[config.mk]
export PLATFORM = sky130hd
export DESIGN_NAME = scan_decoder_n_flat
export DESIGN_NICKNAME = d
export VERILOG_FILES = /design/src/rtl/scan_decoder_n_if.sv /design/src/rtl/scan_decoder_n.sv /design/src/flat_wrapper.sv
export SDC_FILE = /design/constraint.sdc
export NUM_CORES = 1
export LEC_CHECK = 0
export CORE_MARGIN = 3
export CORE_UTILIZATION = 60
export CTS_BUF_LIST = sky130_fd_sc_hd__clkbuf_16
export DETAILED_ROUTE_END_ITERATION = 10
export PLACE_DENSITY_LB_ADDON = 0.1
export SLEW_MARGIN = 15
export SYNTH_ARGS = -nofsm -noshare
export SYNTH_HDL_FRONTEND = slang
export SYNTH_SLANG_ARGS = --single-unit
export TNS_END_PERCENT = 100
[constraint.sdc]
create_clock -name clk_i -period 3.1 [get_ports clk_i]
set_clock_uncertainty 0.1 [all_clocks]
set_input_delay 0.62 -clock clk_i [delete_from_list [all_inputs] [get_ports clk_i]]
set_output_delay 0.62 -clock clk_i [all_outputs]
set_load 0.01 [all_outputs]
[src/rtl/scan_decoder_n_if.sv]
// Select-bus bundle for scan_decoder_n: enable, mode and index in;
// one-cold select, current index and advance tick out.
interface scan_decoder_n_if #(
    parameter int SEL_W = 3
);
    localparam int N = 1 << SEL_W;

    logic             en_i;
    logic             mode_i;
    logic [SEL_W-1:0] data_i;
    logic [N-1:0]     sel_o;
    logic [SEL_W-1:0] idx_o;
    logic             tick_o;

    modport master (
        output en_i, mode_i, data_i,
        input  sel_o, idx_o, tick_o
    );

    modport slave (
        input  en_i, mode_i, data_i,
        output sel_o, idx_o, tick_o
    );
endinterface

[src/rtl/scan_decoder_n.sv]
// Registered one-cold decoder with direct and round-robin scan modes.
// Ports: clk_i, rst_n_i (async low), bus (slave: en_i active-low,
// mode_i, data_i -> sel_o active-low, idx_o, tick_o).
// Macro SCAN_BLANK_EN: blank sel_o for the tick cycle of each advance.
module scan_decoder_n #(
    parameter int SEL_W  = 3,
    parameter int NUM_CH = 8,
    parameter int DIV    = 100000
) (
    input logic             clk_i,
    input logic             rst_n_i,
    scan_decoder_n_if.slave bus
);
    localparam int N     = 1 << SEL_W;
    localparam int PRE_W = (DIV > 2) ? $clog2(DIV) : 1;

    localparam logic [PRE_W-1:0] PRE_LAST = PRE_W'(DIV - 1);
    localparam logic [SEL_W-1:0] IDX_LAST = SEL_W'(NUM_CH - 1);

`ifdef SCAN_BLANK_EN
    localparam bit BLANK = 1'b1;
`else
    localparam bit BLANK = 1'b0;
`endif

    function automatic logic [N-1:0] dec(input logic [SEL_W-1:0] i);
        logic [N-1:0] one;
        one = N'(1);
        return ~(one << i);
    endfunction

    logic [PRE_W-1:0] pre_q, pre_d;
    logic [SEL_W-1:0] idx_q, idx_d;
    logic [SEL_W-1:0] idxo_q, idxo_d;
    logic [N-1:0]     sel_q, sel_d;
    logic             tick_q, tick_d;
    logic             mode_q;
    // act_q: decoder was enabled last cycle, so a resumed scan
    // gets a full dwell on its held channel.
    logic             act_q;

    logic             entry;
    logic             restart;
    logic             wrap;
    logic [SEL_W-1:0] idx_nx;

    assign entry   = bus.mode_i & ~mode_q;
    assign restart = entry | ~act_q;
    assign wrap    = (pre_q == PRE_LAST);
    assign idx_nx  = (idx_q == IDX_LAST) ? '0 : idx_q + 1'b1;

    always_comb begin
        pre_d  = pre_q;
        idx_d  = idx_q;
        idxo_d = idxo_q;
        sel_d  = sel_q;
        tick_d = 1'b0;
        if (bus.en_i) begin
            sel_d = '1;
            pre_d = '0;
        end else if (!bus.mode_i) begin
            sel_d  = dec(bus.data_i);
            idxo_d = bus.data_i;
            pre_d  = '0;
        end else if (restart) begin
            pre_d = '0;
            if (entry) begin
                idx_d  = '0;
                idxo_d = '0;
                sel_d  = dec('0);
            end else begin
                idxo_d = idx_q;
                sel_d  = dec(idx_q);
            end
        end else if (wrap) begin
            pre_d  = '0;
            idx_d  = idx_nx;
            idxo_d = idx_nx;
            tick_d = 1'b1;
            sel_d  = BLANK ? '1 : dec(idx_nx);
        end else begin
            pre_d  = pre_q + 1'b1;
            idxo_d = idx_q;
            sel_d  = dec(idx_q);
        end
    end

    always_ff @(posedge clk_i or negedge rst_n_i) begin
        if (!rst_n_i) begin
            pre_q  <= '0;
            idx_q  <= '0;
            idxo_q <= '0;
            sel_q  <= '1;
            tick_q <= 1'b0;
            mode_q <= 1'b0;
            act_q  <= 1'b0;
        end else begin
            pre_q  <= pre_d;
            idx_q  <= idx_d;
            idxo_q <= idxo_d;
            sel_q  <= sel_d;
            tick_q <= tick_d;
            mode_q <= bus.mode_i;
            act_q  <= ~bus.en_i;
        end
    end

    assign bus.sel_o  = sel_q;
    assign bus.idx_o  = idxo_q;
    assign bus.tick_o = tick_q;
endmodule

[src/flat_wrapper.sv]
// flat-port wrapper written by rule: the top's interface ports become plain ports
module scan_decoder_n_flat 
#(
    parameter int SEL_W  = 3,
    parameter int NUM_CH = 8,
    parameter int DIV    = 100000
)
  (clk_i, rst_n_i, bus_en_i, bus_mode_i, bus_data_i, bus_sel_o, bus_idx_o, bus_tick_o);
  scan_decoder_n_if #(.SEL_W(SEL_W)) bus_i ();
  input logic clk_i;
  input logic rst_n_i;
  input wire logic [$bits(bus_i.en_i)-1:0] bus_en_i;
  input wire logic [$bits(bus_i.mode_i)-1:0] bus_mode_i;
  input wire logic [$bits(bus_i.data_i)-1:0] bus_data_i;
  output wire logic [$bits(bus_i.sel_o)-1:0] bus_sel_o;
  output wire logic [$bits(bus_i.idx_o)-1:0] bus_idx_o;
  output wire logic [$bits(bus_i.tick_o)-1:0] bus_tick_o;
  assign bus_i.en_i = bus_en_i;
  assign bus_i.mode_i = bus_mode_i;
  assign bus_i.data_i = bus_data_i;
  assign bus_sel_o = bus_i.sel_o;
  assign bus_idx_o = bus_i.idx_o;
  assign bus_tick_o = bus_i.tick_o;
  scan_decoder_n #(.SEL_W(SEL_W), .NUM_CH(NUM_CH), .DIV(DIV)) u_core (.clk_i(clk_i), .rst_n_i(rst_n_i), .bus(bus_i));
endmodule
# Yosys cells after proc, flatten, opt, wreduce, memory -nomap -nowiden
# Index checks and enable logic that the tools add are counted.
dict set report totals {
  regBits 34
  latchBits 0
  ram_bits 0
  rom_bits 0
  wordCells 41
  memories 0
}
dict set report classes {
  addsub 2
  n_mul 0
  div 0
  order_cmp 0
  eq_ne 2
  shifts 3
  muxes 18
  bitwise 8
  n_reduce_logical 1
}
# operator count
set op_table {}
lappend op_table {{$mux W17} 4}
lappend op_table {{$mux W8} 5}
lappend op_table {{$not A8 Y8} 3}
lappend op_table {{$shl A1 B3 Y8 const A} 3}
lappend op_table {{$add A17 B1 Y17 const B} 1}
lappend op_table {{$eq A17 B17 Y1 const B} 1}
lappend op_table {{$mux W3} 5}
lappend op_table {{$mux W1} 4}
lappend op_table {{$add A3 B1 Y3 const B} 1}
lappend op_table {{$eq A3 B3 Y1 const B} 1}
lappend op_table {{$not A1 Y1} 3}
lappend op_table {{$reduce_and A2 Y1} 1}
lappend op_table {{$and A1 B1 Y1} 1}
lappend op_table {{$or A1 B1 Y1} 1}

# Longest topological paths before layout
# Gate-level depths: netlist (run 1).
dict set report depth {
  word_depth 8
  ltp_mapped 7
  ltp_nobuf 6
}

# Least setup slack after synthesis (run 1)
# Ideal clock, no wire load.
dict set report synth_timing {
  path_type {reg2reg}
  start {register u_core.idx_q[2]}
  end {register u_core.sel_q[0], in the netlist u_core.bus.sel_o[0]}
  arrival_ns 1.647
  required_ns 2.908
  setup_slack_ns 1.262
  stages_incl_launch_ff 7
  period_less_slack_ns 1.838
  path_cell_list {dfrtp_1 > clkbuf_1 > inv_1 > ha_1 > or3b_2 > mux2i_1 > a31oi_1}
}
dict set report synth_via {
  elab_chain_cells 8
}
# element line_no
set synth_lines {}
lappend synth_lines {{from (decl)} scan_decoder_n.sv:33} ;# logic [SEL_W-1:0] idx_q, idx_d;
lappend synth_lines {{from (signal assigned)} scan_decoder_n.sv:99} ;# idx_q <= idx_d;
lappend synth_lines {{$add A3 B1 Y3 / $eq A3 B3 Y1 (equally long branches)} scan_decoder_n.sv:50} ;# assign idx_nx = (idx_q == IDX_LAST) ? '0 : idx_q + 1'b1;
lappend synth_lines {{$mux W3} scan_decoder_n.sv:50}
lappend synth_lines {{$shl A1 B3 Y8} scan_decoder_n.sv:29} ;# return ~(one << i);
lappend synth_lines {{$not A8 Y8} scan_decoder_n.sv:29}
lappend synth_lines {{$mux W8} scan_decoder_n.sv:75} ;# end else if (wrap) begin
lappend synth_lines {{$mux W8 (*)} scan_decoder_n.sv:65} ;# end else if (restart) begin
lappend synth_lines {{$mux W8 (*)} scan_decoder_n.sv:61} ;# end else if (!bus.mode_i) begin
lappend synth_lines {{$mux W8 (*)} scan_decoder_n.sv:58} ;# if (bus.en_i) begin
lappend synth_lines {{via u_core.sel_d[0]} scan_decoder_n.sv:35} ;# logic [N-1:0] sel_q, sel_d;
lappend synth_lines {{to (signal assigned)} scan_decoder_n.sv:101} ;# sel_q <= sel_d;
lappend synth_lines {{to (decl)} scan_decoder_n.sv:35}
# The timed path passes the listed nets; every way through them passes the cells marked *.
# A chain may end at the register's enable or synchronous reset.

# Worst setup path in the final report (run 1)
dict set report layout_timing {
  start {input port bus_mode_i}
  end {register u_core.sel_q[3], in the netlist u_core.bus.sel_o[3]}
}
dict set report layout_via {
  elab_chain_cells 5
}
# element line_no
set layout_lines {}
lappend layout_lines {{from (decl)} flat_wrapper.sv:13} ;# input wire logic [$bits(bus_i.mode_i)-1:0] bus_mode_i;
lappend layout_lines {{$and A1 B1 Y1} scan_decoder_n.sv:47} ;# assign entry = bus.mode_i & ~mode_q;
lappend layout_lines {{$mux W8 / $or A1 B1 Y1 (equally long branches)} {scan_decoder_n.sv:67, scan_decoder_n.sv:48}}
lappend layout_lines {{$mux W8} scan_decoder_n.sv:65}
lappend layout_lines {{$mux W8 (*)} scan_decoder_n.sv:61}
lappend layout_lines {{$mux W8 (*)} scan_decoder_n.sv:58}
lappend layout_lines {{via u_core.sel_d[3]} scan_decoder_n.sv:35}
# Marks and branches as above.

==> results.toml, run 1 <==
[placed_design]
hpwl_mm = 3.270
portBuffers = 18
placed_area_mm2 = 0.002213
place_ws_ps = 606.4
routabilityCongestion = 0.9404
dp.cells = 270

[power_and_ir_drop]
pwr_density_cell_mw_per_mm2 = 475.4
vdd_drop_max_v = 0.0003426
power.leakage_uw = 0.0009028
power_uw = 1118

[synthesis]
ys_seq_area_frac = 0.4303
ys_seq_elements = 34
synth-edff-count = 0
ys_warn_count = 0
syn_area_per_cell_um2 = 9.305
synthArstFlopShare = 1.000
syn_area_mm2 = 0.002001
synthCells = 215
synthFlopType = "dfrtp_1"
synth_cell_types = 45
synth_nets = 230

[worst_setup_path]
r2r_slack_ps = 900
cp.arrival_ps = 2320
ff2ff_path_depth = 4
crit_type = "primary input to register"
startpoint = "bus_mode_i"
cp-end-kind = "register"
reg2reg_to = "u_core.bus.sel_o[4]"
start_kind = "primary input"
slowest_delay_ps = 620
path_cells = "clkdlybuf4s50_1, nand2b_1, or4b_2, o31ai_1, a21oi_1"
crit_end = "u_core.bus.sel_o[3]"
crit_required_ps = 3200
rr_startpoint = "u_core.pre_q[8]"
cpMaxStageDelayCell = "or4b_2"
cp_max_fo = 14

[global_routing]
grt_max_degree = 35
antenna_found_initial = 0
grtUsageTotal = 0.2454
grt_pass1_vias = 1742
overflow = 0
grt_pass1_wl_mm = 7.948

[clock_network]
holdBufCountCts = 0
clk_pin_slew_ps = 60
cts-resized-gates = 0
cts_tree = "built"
clock_sinks = 34
clk_latency_ps = 280
numCtsBuffers = 5
cts_root_buf = "clkbuf_16"
cts_buffer_depth = 2
htreeDepth = 2
cts_setup_buffers = 0

[detailed_routing]
ant_nets = 0
routedWlPerCell_um = 16.62
viasPerCell = 6.313
dr.pass1.iters = 5
drtIter0Drc = 218
vias = 1755
drc = 0
wl_mm = 4.619

[floorplan]
initial_core_util = 0.6396
boundaryPins = 19
die_height_um = 63.75
die_w_um = 63.75
coreArea_mm2 = 0.003128
die_area_mm2 = 0.004063
fp-row-count = 20

[sta]
worst_slack_ps = 882.7
slew_viol_final = 0
rsz0062_at_grt = "no"
min_period_over_period = 0.7153
fmax_ghz = 0.4510
period_needed_ps = 2217
setup_tns_ps = 0
slew_headroom = 0.5620
tightestPinTransition_ps = 656.9
hold_violations = 0
setup_viol = 0

[cells_and_area]
fillers = 218
diodes = 0
stdcell_area_mm2 = 0.002352
drive_gt1_frac = 0.1068
fin_nets = 248
area_growth_pct = 17.57
instances_no_fill = 278

[status]
outcome = "finished clean"

[hold_path]
hp-class = "register to register"
hp-start = "u_core.pre_q[0]"

[flow_run]
max-cap-violations = 0
[flip-flops by register name, summed over array words and instances (netlist names)]
| signal | flops |
|---|---|
| u_core.bus.sel_o | 8 |
| u_core.idx_q | 3 |
| u_core.bus.idx_o | 3 |
| u_core.pre_q | 17 |
| u_core.act_q | 1 |
| u_core.bus.tick_o | 1 |
| u_core.mode_q | 1 |
[through the flow]
stage | hold WS (ps) | utilization
finish | 389.7 | 0.7520
global route | 426.3 | 0.7520
CTS | 395.5 | 0.7520
detailed placement | 389.3 | 0.7076
global placement | 368.5 | 0.7076
floorplan | 224.4 | -
[metal layers]
layer | vias to the layer above | routed length (µm) | global-route usage
met5 | - | 0 | 0
met4 | 0 | 67 | 0.09704
met3 | 9 | 240 | 0.04569
met2 | 78 | 2406 | 0.4250
met1 | 847 | 1904 | 0.3014
li1 | 821 | - | -
[kinds of logic (layout without fill, tap and decap cells)]
family | count (synthesis) | count (layout) | synth area share
AND/OR/NAND/NOR | 105 | 105 | 0.3014
AO/OA/AOI/OAI | 36 | 36 | 0.1170
flip-flops | 34 | 34 | 0.4303
buffers and inverters | 17 | 36 | 0.03377
XOR/XNOR | 12 | 12 | 0.05254
adder cells (fa/ha/maj) | 8 | 8 | 0.05003
multiplexers | 3 | 3 | 0.01501
[worst min-delay path by stage]
stage / end / depth (start not counted) / slack (ps)
4_1_cts: u_core.pre_q[0] / 1 / 400
2_1_floorplan: u_core.act_q / 0 / 220
6_report: u_core.pre_q[0] / 1 / 390
3_5_place_dp: u_core.pre_q[0] / 1 / 390
5_1_grt: u_core.pre_q[0] / 1 / 430
3_3_place_gp: u_core.pre_q[0] / 1 / 370
[final cells by class]
class	instances	area, µm²	area share
sequential	34	860.8	0.3660
multi-input combinational	164	1072	0.4559
clock buffer	5	125.1	0.05319
timing repair buffer	20	195.2	0.08298
tap	44	55.05	0.02340
clock inverter	3	13.76	0.005851
inverter	8	30.03	0.01277
[cell usage in the layout, fill, tap and decap left out, drive strengths merged, types with 4 or more instances in the layout]
cell type and count:
a21oi 15, clkbuf 5, clkdlybuf4s50 18, dfrtp 26, dfstp 8, ha 8
inv 9, nand2 20, nand2b 4, nand3 10, nand3b 5, nand4 8
nor2 20, nor3 5, nor4 7, nor4b 4, o21ai 4, o311ai 4
o31ai 5, or3 4, xnor2 9
[power by group]
part / switching [µW] / internal, µW / leakage, µW / total (µW)
sequential: 21.5 / 464 / 0.000428 / 486
combinational: 97.0 / 70.3 / 0.000400 / 167
clock: 174 / 291 / 0.0000748 / 465
[cell usage after synthesis, types with 4 or more instances]
cell | instances | area, µm²
o311ai_0 | 4 | 35.03
nor3_1 | 5 | 25.02
ha_1 | 8 | 100.1
nand3_1 | 9 | 45.04
dfstp_2 | 8 | 210.2
o21ai_0 | 4 | 20.02
dfrtp_1 | 26 | 650.6
clkbuf_1 | 6 | 22.52
xnor2_1 | 9 | 78.83
nand2_1 | 20 | 75.07
nand4_1 | 8 | 50.05
a21oi_1 | 14 | 70.07
nand2b_1 | 4 | 25.02
nor4_1 | 7 | 43.79
nand3b_1 | 5 | 37.54
o31ai_1 | 5 | 37.54
inv_1 | 8 | 30.03
nor4b_1 | 4 | 35.03
nor2_1 | 20 | 75.07
[worst max-delay path: cells and delay by family]
kind	cells	cell delay [ps]
AO/OA/AOI/OAI	2	140
AND/OR/NAND/NOR	2	930
buffers and inverters	1	610
No activity file was read; power rests on OpenSTA's default activity.
==> run 2, diff against run 1 <==
Settings changed: CORE_UTILIZATION 60 to 51.
Clock period 3.1 ns to 2 ns, I/O delays scaled along.
==> results.toml, run 2 (synthesized netlist as in run 1, its figures left out) <==
[detailed_routing]
maxUsedRoutingLayer = "met4"
dr_wl_met3_um = 400
ant_nets = 0
viasPerCell = 5.927
wl_mm = 5.170
dr.pass1.iters = 4
drc = 0
met1_length_mm = 2.412
vias = 1867
met2_length_mm = 2.308
drtIter0Drc = 168
routedWlPerCell_um = 16.41

[hold_path]
whs_endpoint = "u_core.pre_q[0]"
hp-class = "register to register"
hold_path_depth = 1
hp-start = "u_core.pre_q[0]"

[worst_setup_path]
crit_required_ps = 2090
ff2ff_path_depth = 6
start_kind = "register"
reg2reg_to = "u_core.bus.sel_o[0]"
cp.arrival_ps = 2010
rr_startpoint = "u_core.idx_q[1]"
cp_max_fo = 4
cp-end-kind = "register"
crit_type = "register to register"
r2r_slack_ps = 70

[global_routing]
grt_pass1_wl_mm = 8.176
grtUsageTotal = 0.2383
overflow = 0
grt_max_degree = 35
grt_pass1_vias = 1647
antenna_found_initial = 0

[clock_network]
clock_sinks = 34
htreeDepth = 2
clk_pin_slew_ps = 50
holdBufCountCts = 0
cts_tree = "built"
cts_root_buf = "clkbuf_16"
cts_setup_buffers = 0
numCtsBuffers = 5
clk_latency_ps = 270
cts_buffer_depth = 2

[floorplan]
die_w_um = 68.63
die_height_um = 68.63
boundaryPins = 19
coreArea_mm2 = 0.003716
fp-row-count = 22
initial_core_util = 0.5384
die_area_mm2 = 0.004710

[placed_design]
portBuffers = 18
hpwl_mm = 3.906
placed_area_mm2 = 0.002471
routabilityCongestion = 0.8821

[power_and_ir_drop]
p_comb_frac = 0.187
pwr_density_cell_mw_per_mm2 = 679.9
power.leakage_uw = 0.001085
p_sw_uw = 478.3
clockPowerShare = 0.403
power_frac_seq = 0.411
power_uw = 1815
switching_share = 0.2635
vdd_drop_max_v = 0.0005630
p_int_uw = 1337

[flow_run]
max-cap-violations = 0

[sta]
slew_headroom = 0.6696
min_period_over_period = 0.9643
slew_viol_final = 0
fmax_ghz = 0.5185
period_needed_ps = 1929
setup_viol = 0
hold_violations = 0
tightestPinTransition_ps = 495.6

[status]
outcome = "finished clean"

[cells_and_area]
diodes = 0
drive_gt1_frac = 0.2434
largest-register = "u_core.pre_q"
largest_reg_flops = 17
fin_nets = 281
stdcell_area_mm2 = 0.002670
area_growth_pct = 33.46
layout_common_cells = "buf_4 (32), dfrtp_1 (26), nand2_1 (20)"
final_common_cell = "buf_4"
[run 2: timing repair]
item | in CTS | in global routing
resized for setup | 1 | 8
cloned | 0 | 1
setup endpoints to repair | 4 | 13
[run 2: worst max-delay path by stage]
| stage | slack, ps | startpoint | cells after the start | to |
|---|---|---|---|---|
| after floorplan | 160 | u_core.idx_q[2] | 6 | u_core.bus.sel_o[0] |
| after global placement | -60 | bus_en_i | 5 | u_core.bus.sel_o[4] |
| after detailed placement | -100 | bus_mode_i | 5 | u_core.bus.idx_o[0] |
| after CTS | 7 | u_core.pre_q[0] | 5 | u_core.bus.idx_o[0] |
| after global routing | -4 | u_core.idx_q[1] | 6 | u_core.bus.sel_o[0] |
| final | 70 | u_core.idx_q[1] | 6 | u_core.bus.sel_o[0] |
[run 2: area by class of cell]
type | count | area, µm²
clock buffers | 5 | 125.1
clock inverters | 3 | 16.27
fillers | 286 | 1046
inverters | 8 | 30.03
multi-input cells | 164 | 1101
flip-flops and latches | 34 | 860.8
well taps | 48 | 60.06
repair buffers | 53 | 476.7
[run 2: power by group through the flow]
| stage | Combinational (µW) | Clock [µW] | Sequential, µW |
|---|---|---|---|
| floorplan | 154 | 0 | 755 |
| global placement | 321 | 0 | 755 |
| detailed placement | 323 | 0 | 757 |
| CTS | 325 | 741 | 745 |
| global route | 373 | 778 | 748 |
| finish | 339 | 731 | 745 |
[run 2: critical path, stage by stage, from the launching register on]
cell	delay [ps]
dfrtp_1	420
inv_1	160
ha_1	280
nor2b_2	190
or3b_2	450
mux2i_1	140
a31oi_1	100
[run 2: metrics by stage]
step	setup TNS (ps)	hold WS [ps]	setup slack [ps]	utilization	std cells
CTS	0	389.3	7.396	0.7034	314
global placement	-129.6	370.9	-60.31	0.6650	306
finish	0	386.5	71.31	0.7185	315
global route	-4.225	430.2	-4.225	0.7185	315
floorplan	0	4.409	161.8	-	215
detailed placement	-172.8	383.6	-103.5	0.6650	306
[run 2: routing by layer]
metal,track usage,vias up
li1,-,888
met1,0.3593,899
met2,0.3421,74
met3,0.05511,6
met4,0.05707,0
met5,0,-
==> run 3, diff against run 2 <==
Settings changed: HOLD_SLACK_MARGIN set to 0.15.
==> results of run 3 <==
Same layout as run 2: the final DEF is identical, and so are final timing and power.
